==> src/rtl/ahbl_pkg.sv <==
// ahbl_pkg
// Shared AHB-Lite encodings used by the master-side arbiter and its helpers.
// Holds the HTRANS, HBURST, HSIZE, HRESP and HPROT codes, plus a small
// helper that classifies a response code.
package ahbl_pkg;

   localparam logic [1:0] HTRANS_IDLE   = 2'b00;
   localparam logic [1:0] HTRANS_BUSY   = 2'b01;
   localparam logic [1:0] HTRANS_NONSEQ = 2'b10;
   localparam logic [1:0] HTRANS_SEQ    = 2'b11;

   localparam logic [2:0] HBURST_SINGLE = 3'b000;
   localparam logic [2:0] HBURST_INCR   = 3'b001;
   localparam logic [2:0] HBURST_WRAP4  = 3'b010;
   localparam logic [2:0] HBURST_INCR4  = 3'b011;
   localparam logic [2:0] HBURST_WRAP8  = 3'b100;
   localparam logic [2:0] HBURST_INCR8  = 3'b101;
   localparam logic [2:0] HBURST_WRAP16 = 3'b110;
   localparam logic [2:0] HBURST_INCR16 = 3'b111;

   localparam logic [2:0] HSIZE_BYTE = 3'b000;
   localparam logic [2:0] HSIZE_HALF = 3'b001;
   localparam logic [2:0] HSIZE_WORD = 3'b010;

   localparam logic [1:0] HRESP_OKAY  = 2'b00;
   localparam logic [1:0] HRESP_ERROR = 2'b01;

   localparam logic [3:0] HPROT_DEFAULT = 4'b0011;

   // Any code other than OKAY (including the reserved 10/11) counts as ERROR.
   function automatic logic resp_is_err(input logic [1:0] resp);
      return resp != HRESP_OKAY;
   endfunction

endpackage

==> src/rtl/ahbl_rr_arb.sv <==
// ahbl_rr_arb
// Purely combinational round-robin picker.
// Ports:
//   req      : request vector, one bit per requester
//   ptr      : index of the requester granted most recently
//   gnt_idx  : first requesting index found searching from ptr+1 (mod NUM_REQ)
//   gnt_vld  : at least one requester is asking
module ahbl_rr_arb #(
   parameter int NUM_REQ = 2,
   parameter int IDX_W   = 1
) (
   input  logic [NUM_REQ-1:0] req,
   input  logic [IDX_W-1:0]   ptr,
   output logic [IDX_W-1:0]   gnt_idx,
   output logic               gnt_vld
);

   logic [IDX_W-1:0] cand;

   always_comb begin
      gnt_vld = 1'b0;
      gnt_idx = '0;
      cand    = '0;
      // Scan from the farthest candidate to the nearest one so the last hit,
      // which overrides the earlier ones, is the closest after ptr.
      for (int k = NUM_REQ; k >= 1; k--) begin
         cand = IDX_W'((int'(ptr) + k) % NUM_REQ);
         if (req[cand]) begin
            gnt_vld = 1'b1;
            gnt_idx = cand;
         end
      end
   end

endmodule

==> src/rtl/ahbl_mst_arb.sv <==
// ahbl_mst_arb
// Round-robin sequencer sharing one AHB-Lite master port among NUM_REQ
// valid/ready requesters. Issues SINGLE NONSEQ transfers with pipelined
// address and data phases and routes the response back to the owner.
// Ports:
//   hclk, hresetn          : clock, asynchronous active-low reset
//   req_vld/req_rdy        : per-requester handshake (rdy = address phase done)
//   req_write/size/addr/wdata : per-requester payload, packed by index
//   rsp_vld/err/rdata      : one-cycle response to the owning requester
//   haddr..hmastlock,hwdata: AHB-Lite master outputs
//   hready, hresp, hrdata  : AHB-Lite slave-side inputs
module ahbl_mst_arb
   import ahbl_pkg::*;
#(
   parameter int NUM_REQ          = 2,
   parameter int AHBL_ADDR_WIDTH  = 32,
   parameter int AHBL_WDATA_WIDTH = 32,
   parameter int AHBL_RDATA_WIDTH = 32
) (
   input  logic                                  hclk,
   input  logic                                  hresetn,
   input  logic [NUM_REQ-1:0]                    req_vld,
   output logic [NUM_REQ-1:0]                    req_rdy,
   input  logic [NUM_REQ-1:0]                    req_write,
   input  logic [NUM_REQ*3-1:0]                  req_size,
   input  logic [NUM_REQ*AHBL_ADDR_WIDTH-1:0]    req_addr,
   input  logic [NUM_REQ*AHBL_WDATA_WIDTH-1:0]   req_wdata,
   output logic [NUM_REQ-1:0]                    rsp_vld,
   output logic                                  rsp_err,
   output logic [AHBL_RDATA_WIDTH-1:0]           rsp_rdata,
   output logic [AHBL_ADDR_WIDTH-1:0]            haddr,
   output logic [1:0]                            htrans,
   output logic                                  hwrite,
   output logic [2:0]                            hsize,
   output logic [2:0]                            hburst,
   output logic [3:0]                            hprot,
   output logic                                  hmastlock,
   output logic [AHBL_WDATA_WIDTH-1:0]           hwdata,
   input  logic                                  hready,
   input  logic [1:0]                            hresp,
   input  logic [AHBL_RDATA_WIDTH-1:0]           hrdata
);

   localparam int IDX_W = (NUM_REQ > 1) ? $clog2(NUM_REQ) : 1;
   localparam int AW    = AHBL_ADDR_WIDTH;
   localparam int WW    = AHBL_WDATA_WIDTH;
   localparam int RW    = AHBL_RDATA_WIDTH;

   logic [IDX_W-1:0]   rr_ptr_reg;
   logic [IDX_W-1:0]   pend_idx_reg;
   logic               addr_pend_reg;
   logic               dp_vld_reg;
   logic [IDX_W-1:0]   dp_idx_reg;
   logic               dp_write_reg;
   logic [WW-1:0]      hwdata_reg;
   logic [NUM_REQ-1:0] rsp_vld_reg;
   logic [NUM_REQ-1:0] rsp_vld_next;
   logic               rsp_err_reg;
   logic [RW-1:0]      rsp_rdata_reg;

   logic [IDX_W-1:0]   arb_idx;
   logic               arb_vld;
   logic [IDX_W-1:0]   grant_idx;
   logic               grant_vld;
   logic               err_first;
   logic               issue;
   logic               accept;
   logic               dp_done;

   logic [AW-1:0]      addr_arr  [NUM_REQ];
   logic [2:0]         size_arr  [NUM_REQ];
   logic [WW-1:0]      wdata_arr [NUM_REQ];

   generate
      for (genvar gi = 0; gi < NUM_REQ; gi++) begin : g_req
         assign addr_arr[gi]     = req_addr[gi*AW +: AW];
         assign size_arr[gi]     = req_size[gi*3 +: 3];
         assign wdata_arr[gi]    = req_wdata[gi*WW +: WW];
         assign req_rdy[gi]      = accept && (grant_idx == IDX_W'(gi));
         assign rsp_vld_next[gi] = dp_done && (dp_idx_reg == IDX_W'(gi));
      end
   endgenerate

   ahbl_rr_arb #(
      .NUM_REQ (NUM_REQ),
      .IDX_W   (IDX_W)
   ) u_rr_arb (
      .req     (req_vld),
      .ptr     (rr_ptr_reg),
      .gnt_idx (arb_idx),
      .gnt_vld (arb_vld)
   );

   // First cycle of a two-cycle ERROR: the address phase on the bus must be
   // withdrawn, so nothing is driven or accepted this cycle.
   assign err_first = dp_vld_reg && !hready && resp_is_err(hresp);

   // A stalled address phase keeps its original owner regardless of new requests.
   assign grant_idx = addr_pend_reg ? pend_idx_reg : arb_idx;
   assign grant_vld = addr_pend_reg || arb_vld;

   // Gated by hresetn so the combinational bus outputs read as IDLE/0 in reset.
   assign issue   = hresetn && grant_vld && !err_first;
   assign accept  = issue && hready;
   assign dp_done = dp_vld_reg && hready;

   assign htrans    = issue ? HTRANS_NONSEQ : HTRANS_IDLE;
   assign haddr     = issue ? addr_arr[grant_idx] : '0;
   assign hwrite    = issue && req_write[grant_idx];
   assign hsize     = issue ? size_arr[grant_idx] : '0;
   assign hburst    = HBURST_SINGLE;
   assign hprot     = HPROT_DEFAULT;
   assign hmastlock = 1'b0;
   assign hwdata    = hwdata_reg;
   assign rsp_vld   = rsp_vld_reg;
   assign rsp_err   = rsp_err_reg;
   assign rsp_rdata = rsp_rdata_reg;

   always_ff @(posedge hclk or negedge hresetn) begin
      if (!hresetn) begin
         rr_ptr_reg    <= IDX_W'(NUM_REQ - 1);
         pend_idx_reg  <= '0;
         addr_pend_reg <= 1'b0;
         dp_vld_reg    <= 1'b0;
         dp_idx_reg    <= '0;
         dp_write_reg  <= 1'b0;
         hwdata_reg    <= '0;
         rsp_vld_reg   <= '0;
         rsp_err_reg   <= 1'b0;
         rsp_rdata_reg <= '0;
      end else begin
         rsp_vld_reg   <= rsp_vld_next;
         rsp_err_reg   <= dp_done && resp_is_err(hresp);
         rsp_rdata_reg <= (dp_done && !dp_write_reg) ? hrdata : '0;

         if (err_first) begin
            addr_pend_reg <= 1'b0;
         end else if (issue && !hready) begin
            addr_pend_reg <= 1'b1;
            pend_idx_reg  <= grant_idx;
         end else if (accept) begin
            addr_pend_reg <= 1'b0;
         end

         if (accept) begin
            rr_ptr_reg   <= grant_idx;
            dp_vld_reg   <= 1'b1;
            dp_idx_reg   <= grant_idx;
            dp_write_reg <= req_write[grant_idx];
            if (req_write[grant_idx]) begin
               hwdata_reg <= wdata_arr[grant_idx];
            end
         end else if (dp_done) begin
            dp_vld_reg <= 1'b0;
         end
      end
   end

endmodule
==> config.mk <==
export PLATFORM = sky130hd
export DESIGN_NAME = ahbl_mst_arb
export DESIGN_NICKNAME = d
export VERILOG_FILES = /design/src/rtl/ahbl_pkg.sv /design/src/rtl/ahbl_rr_arb.sv /design/src/rtl/ahbl_mst_arb.sv
export SDC_FILE = /design/constraint.sdc
export NUM_CORES = 1
export LEC_CHECK = 0
export CAP_MARGIN = 40
export CORE_ASPECT_RATIO = 2
export CORE_UTILIZATION = 30
export DETAILED_ROUTE_END_ITERATION = 8
export PLACE_DENSITY = 0.69
export SKIP_CTS_REPAIR_TIMING = 1
export SYNTH_ARGS = -nofsm -noshare
export SYNTH_HDL_FRONTEND = slang
export SYNTH_SLANG_ARGS = --single-unit
export TNS_END_PERCENT = 5
==> constraint.sdc <==
create_clock -name hclk -period 3.3 [get_ports hclk]
set_input_delay 0.495 -clock hclk [delete_from_list [all_inputs] [get_ports hclk]]
set_output_delay 0.495 -clock hclk [all_outputs]
set_load 0.01 [all_outputs]
==> results.tsv <==
stage	metric	value	unit
synthesis	Mapped Cells	388	
place	placed cell areas	6630	um^2
floorplan	I/O Pins	290	
power_and_ir_drop	share of power burned in registers	33.1	%
synthesis	EDFF count, synth	0	
synthesis	count leader, synth	nand2_1	
global_routing	vias in the first global route	4029	
worst_setup_path	Worst path max stage delay	0.58	ns
timing	RSZ-0062 raised after global routing	false	
cts	clock tree buffer depth	2	
final_layout	multi-input combinational cell area	1550	um^2
place	Detail Placement HPWL	10.5	mm
global_routing	initial antenna violation count	0	
route	drt drc	0	
route	drt total wl	13.5	mm
synthesis	Yosys cell types	31	
power_and_ir_drop	Max VDD drop	0.323	mV
worst_hold_path	Min-Delay Path Class	in2async	
worst_setup_path	cell breakdown of the critical path	clkdlybuf4s50_1, a21bo_2, o21ai_2, buf_12, nand2_1, a21oi_1, clkdlybuf4s50_1	
worst_setup_path	R2R cell count	5	
floorplan	Die Width	81.2	um
global_routing	global-route wire length before repair	20.1	mm
worst_setup_path	WP data required	2.80	ns
timing	post-route clock period utilization	91.2	%
place	gp weighted congestion	0.785	
floorplan	Site Rows	57	
worst_setup_path	Crit. End Element	primary output	
cts	Worst-path clk slew	0.06	ns
power_and_ir_drop	sw frac	30.4	%
global_routing	grt total ovfl	0	
flow_run	Max-Cap Viols	0	
final_layout	Filler cells	1104	
synthesis	Mean Syn Cell Area	9.69	um^2
timing	worst hold margin	0.212	ns
cts	cts bufs inserted	9	
floorplan	Initial Utilization	30.8	%
route	Routed Antenna Nets	0	
route	Pre-antenna DRT Iters	4	
power_and_ir_drop	combinational power share	38.5	%
timing	Worst Tran Pin Value	0.624	ns
synthesis	Most used DFF post-synth	dfrtp_1	
timing	Max Fclk	332	MHz
timing	minimum clock period	3.01	ns
route	Initial DRC Count	122	
worst_setup_path	worst path buffer plus inverter count	3	
final_layout	Area Overhead vs Synth	84.3	%
synthesis	Post-synth ARST share	100	%
cts	Worst-Skew Late Latency	0.33	ns
worst_setup_path	reg2reg end	hwdata[19]	
synthesis	Yosys top cell by area	dfrtp_1	
power_and_ir_drop	Leak Pwr	2.95	nW
global_routing	GRT Total Usage	20.8	%
power_and_ir_drop	Clock power frac	28.4	%
timing	Final setup viols	0	
synthesis	largest cells by area after synthesis	dfrtp_1 48%, a22oi_2 9.6%, nand2_1 7.7%	
place	pre-CTS WS	0.253	ns
power_and_ir_drop	Sw Pwr	0.00106	W
worst_setup_path	most used cell, CP	clkdlybuf4s50_1	
final_layout	diode count	0	
cts	CTS tree	yes	
cts	clock sink count	73	
route	Via density	4.80	
floorplan	Core Area	12200	um^2
worst_setup_path	cell family with most CP delay	buffers and inverters	
worst_setup_path	FF-to-FF Start	rr_ptr_reg	
synthesis	Post-synth top cells	77 x nand2_1, 72 x dfrtp_1, 36 x a21oi_1, 34 x inv_1	
synthesis	Yosys reg bits	73	
timing	final hold viol count	0	
floorplan	Die Ht	160	um
power_and_ir_drop	Int Pwr	0.00241	W
status	status	complete, no violations	
worst_setup_path	Worst path slowest cell	clkdlybuf4s50_1	
worst_setup_path	crit path max fanout	38	
synthesis	post-synthesis cell area	3760	um^2
timing	final setup margin	0.289	ns
final_layout	share of layout cells above drive strength 1	10.2	%
global_routing	largest net degree at the start of global routing	52	
worst_setup_path	critical path class	in2out	
timing	Pins Over Slew Limit	0	
timing	clk_skew	0.00858	ns
final_layout	fin nets	829	
cts	htree depth	3	
worst_setup_path	flop-to-flop setup slack	1.27	ns
synthesis	register area share after synthesis	48.6	%
timing	Worst slew margin	58.4	%
floorplan	Die Area	13000	um^2
worst_setup_path	crit path DAT	2.52	ns
synthesis	number of synthesis warnings	0	
final_layout	Final Instance Area	6930	um^2
synthesis	post-synth top area share	47.9	%
route	Routed WL per cell	16.7	um
final_layout	register area	1830	um^2
cts	Root Driver	clkbuf_16	
place	PortBufs	280	
power_and_ir_drop	Pwr Density	500	nW/um^2
timing	TNS Setup	0	ns
route	vias after detailed routing	3870	
worst_setup_path	Worst Setup Start Kind	primary input	
[worst max path at each step]
stage,startpoint,cells past startpoint,end,slack (ns)
after detailed placement,req_vld[1],7,haddr[1],0.25
after global placement,req_vld[1],7,haddr[1],0.29
after CTS,req_vld[1],7,haddr[1],0.25
after floorplan,req_vld[1],7,haddr[10],1.25
after global routing,req_vld[1],7,haddr[1],0.20
final,req_vld[1],7,haddr[14],0.29
[worst register-to-register path: cells and delay by family, from the launching register on]
kind / cells / cell delay [ns]
flops: 1 / 0.53
buf+inv: 1 / 0.30
compound gates: 4 / 1.05
[layout by cell type, fill, tap and decap left out, types with 2 or more instances in the layout]
cell	instances
buf_4	7
o32ai_1	32
conb_1	9
a22oi_2	29
inv_6	3
clkbuf_16	9
clkinvlp_4	2
inv_1	34
nor2_1	12
a21oi_1	36
buf_12	3
and2_1	32
clkdlybuf4s50_1	279
a22oi_1	3
nand2_1	77
dfrtp_1	72
[layout make-up]
cell class	instances	area share, %
Timing Repair Buffer	290	42.3
Multi-Input combinational cell	245	22.4
Clock buffer	9	3.25
Sequential cell	73	26.4
Clock inverter	7	1.10
Tap cell	147	2.65
Inverter	35	1.90
[power by group through the flow]
stage / combinational (W) / sequential [W] / clock, W
global route: 0.00143 / 0.00117 / 0.00104
finish: 0.00133 / 0.00115 / 0.000985
detailed placement: 0.00135 / 0.00116 / 0
floorplan: 0.000525 / 0.00123 / 0
global placement: 0.00132 / 0.00116 / 0
CTS: 0.00135 / 0.00115 / 0.00101
[cell families after synthesis]
kind of cell	count (synthesis)	synth area share, %
AO/OA/AOI/OAI	106	24.1
buffers and inverters	77	10.9
other	2	0.200
AND/OR/NAND/NOR	129	15.9
multiplexers	1	0.299
flip-flops	73	48.6
[through the flow]
stage	utilization (%)	cells	power, W
2_1_floorplan	-	395	0.00175
3_3_place_gp	54.1	789	0.00248
3_5_place_dp	54.4	790	0.00251
4_1_cts	56.8	806	0.00351
5_1_grt	56.8	806	0.00365
6_report	56.8	806	0.00347
[per-layer routing]
metal  track usage [%]  share of wire (%)
met1              19.9                 34
met2              39.4                 55
met3              4.49                7.3
met4              10.4                3.5
met5                 0                  0
(Power assumes the default switching activity.)
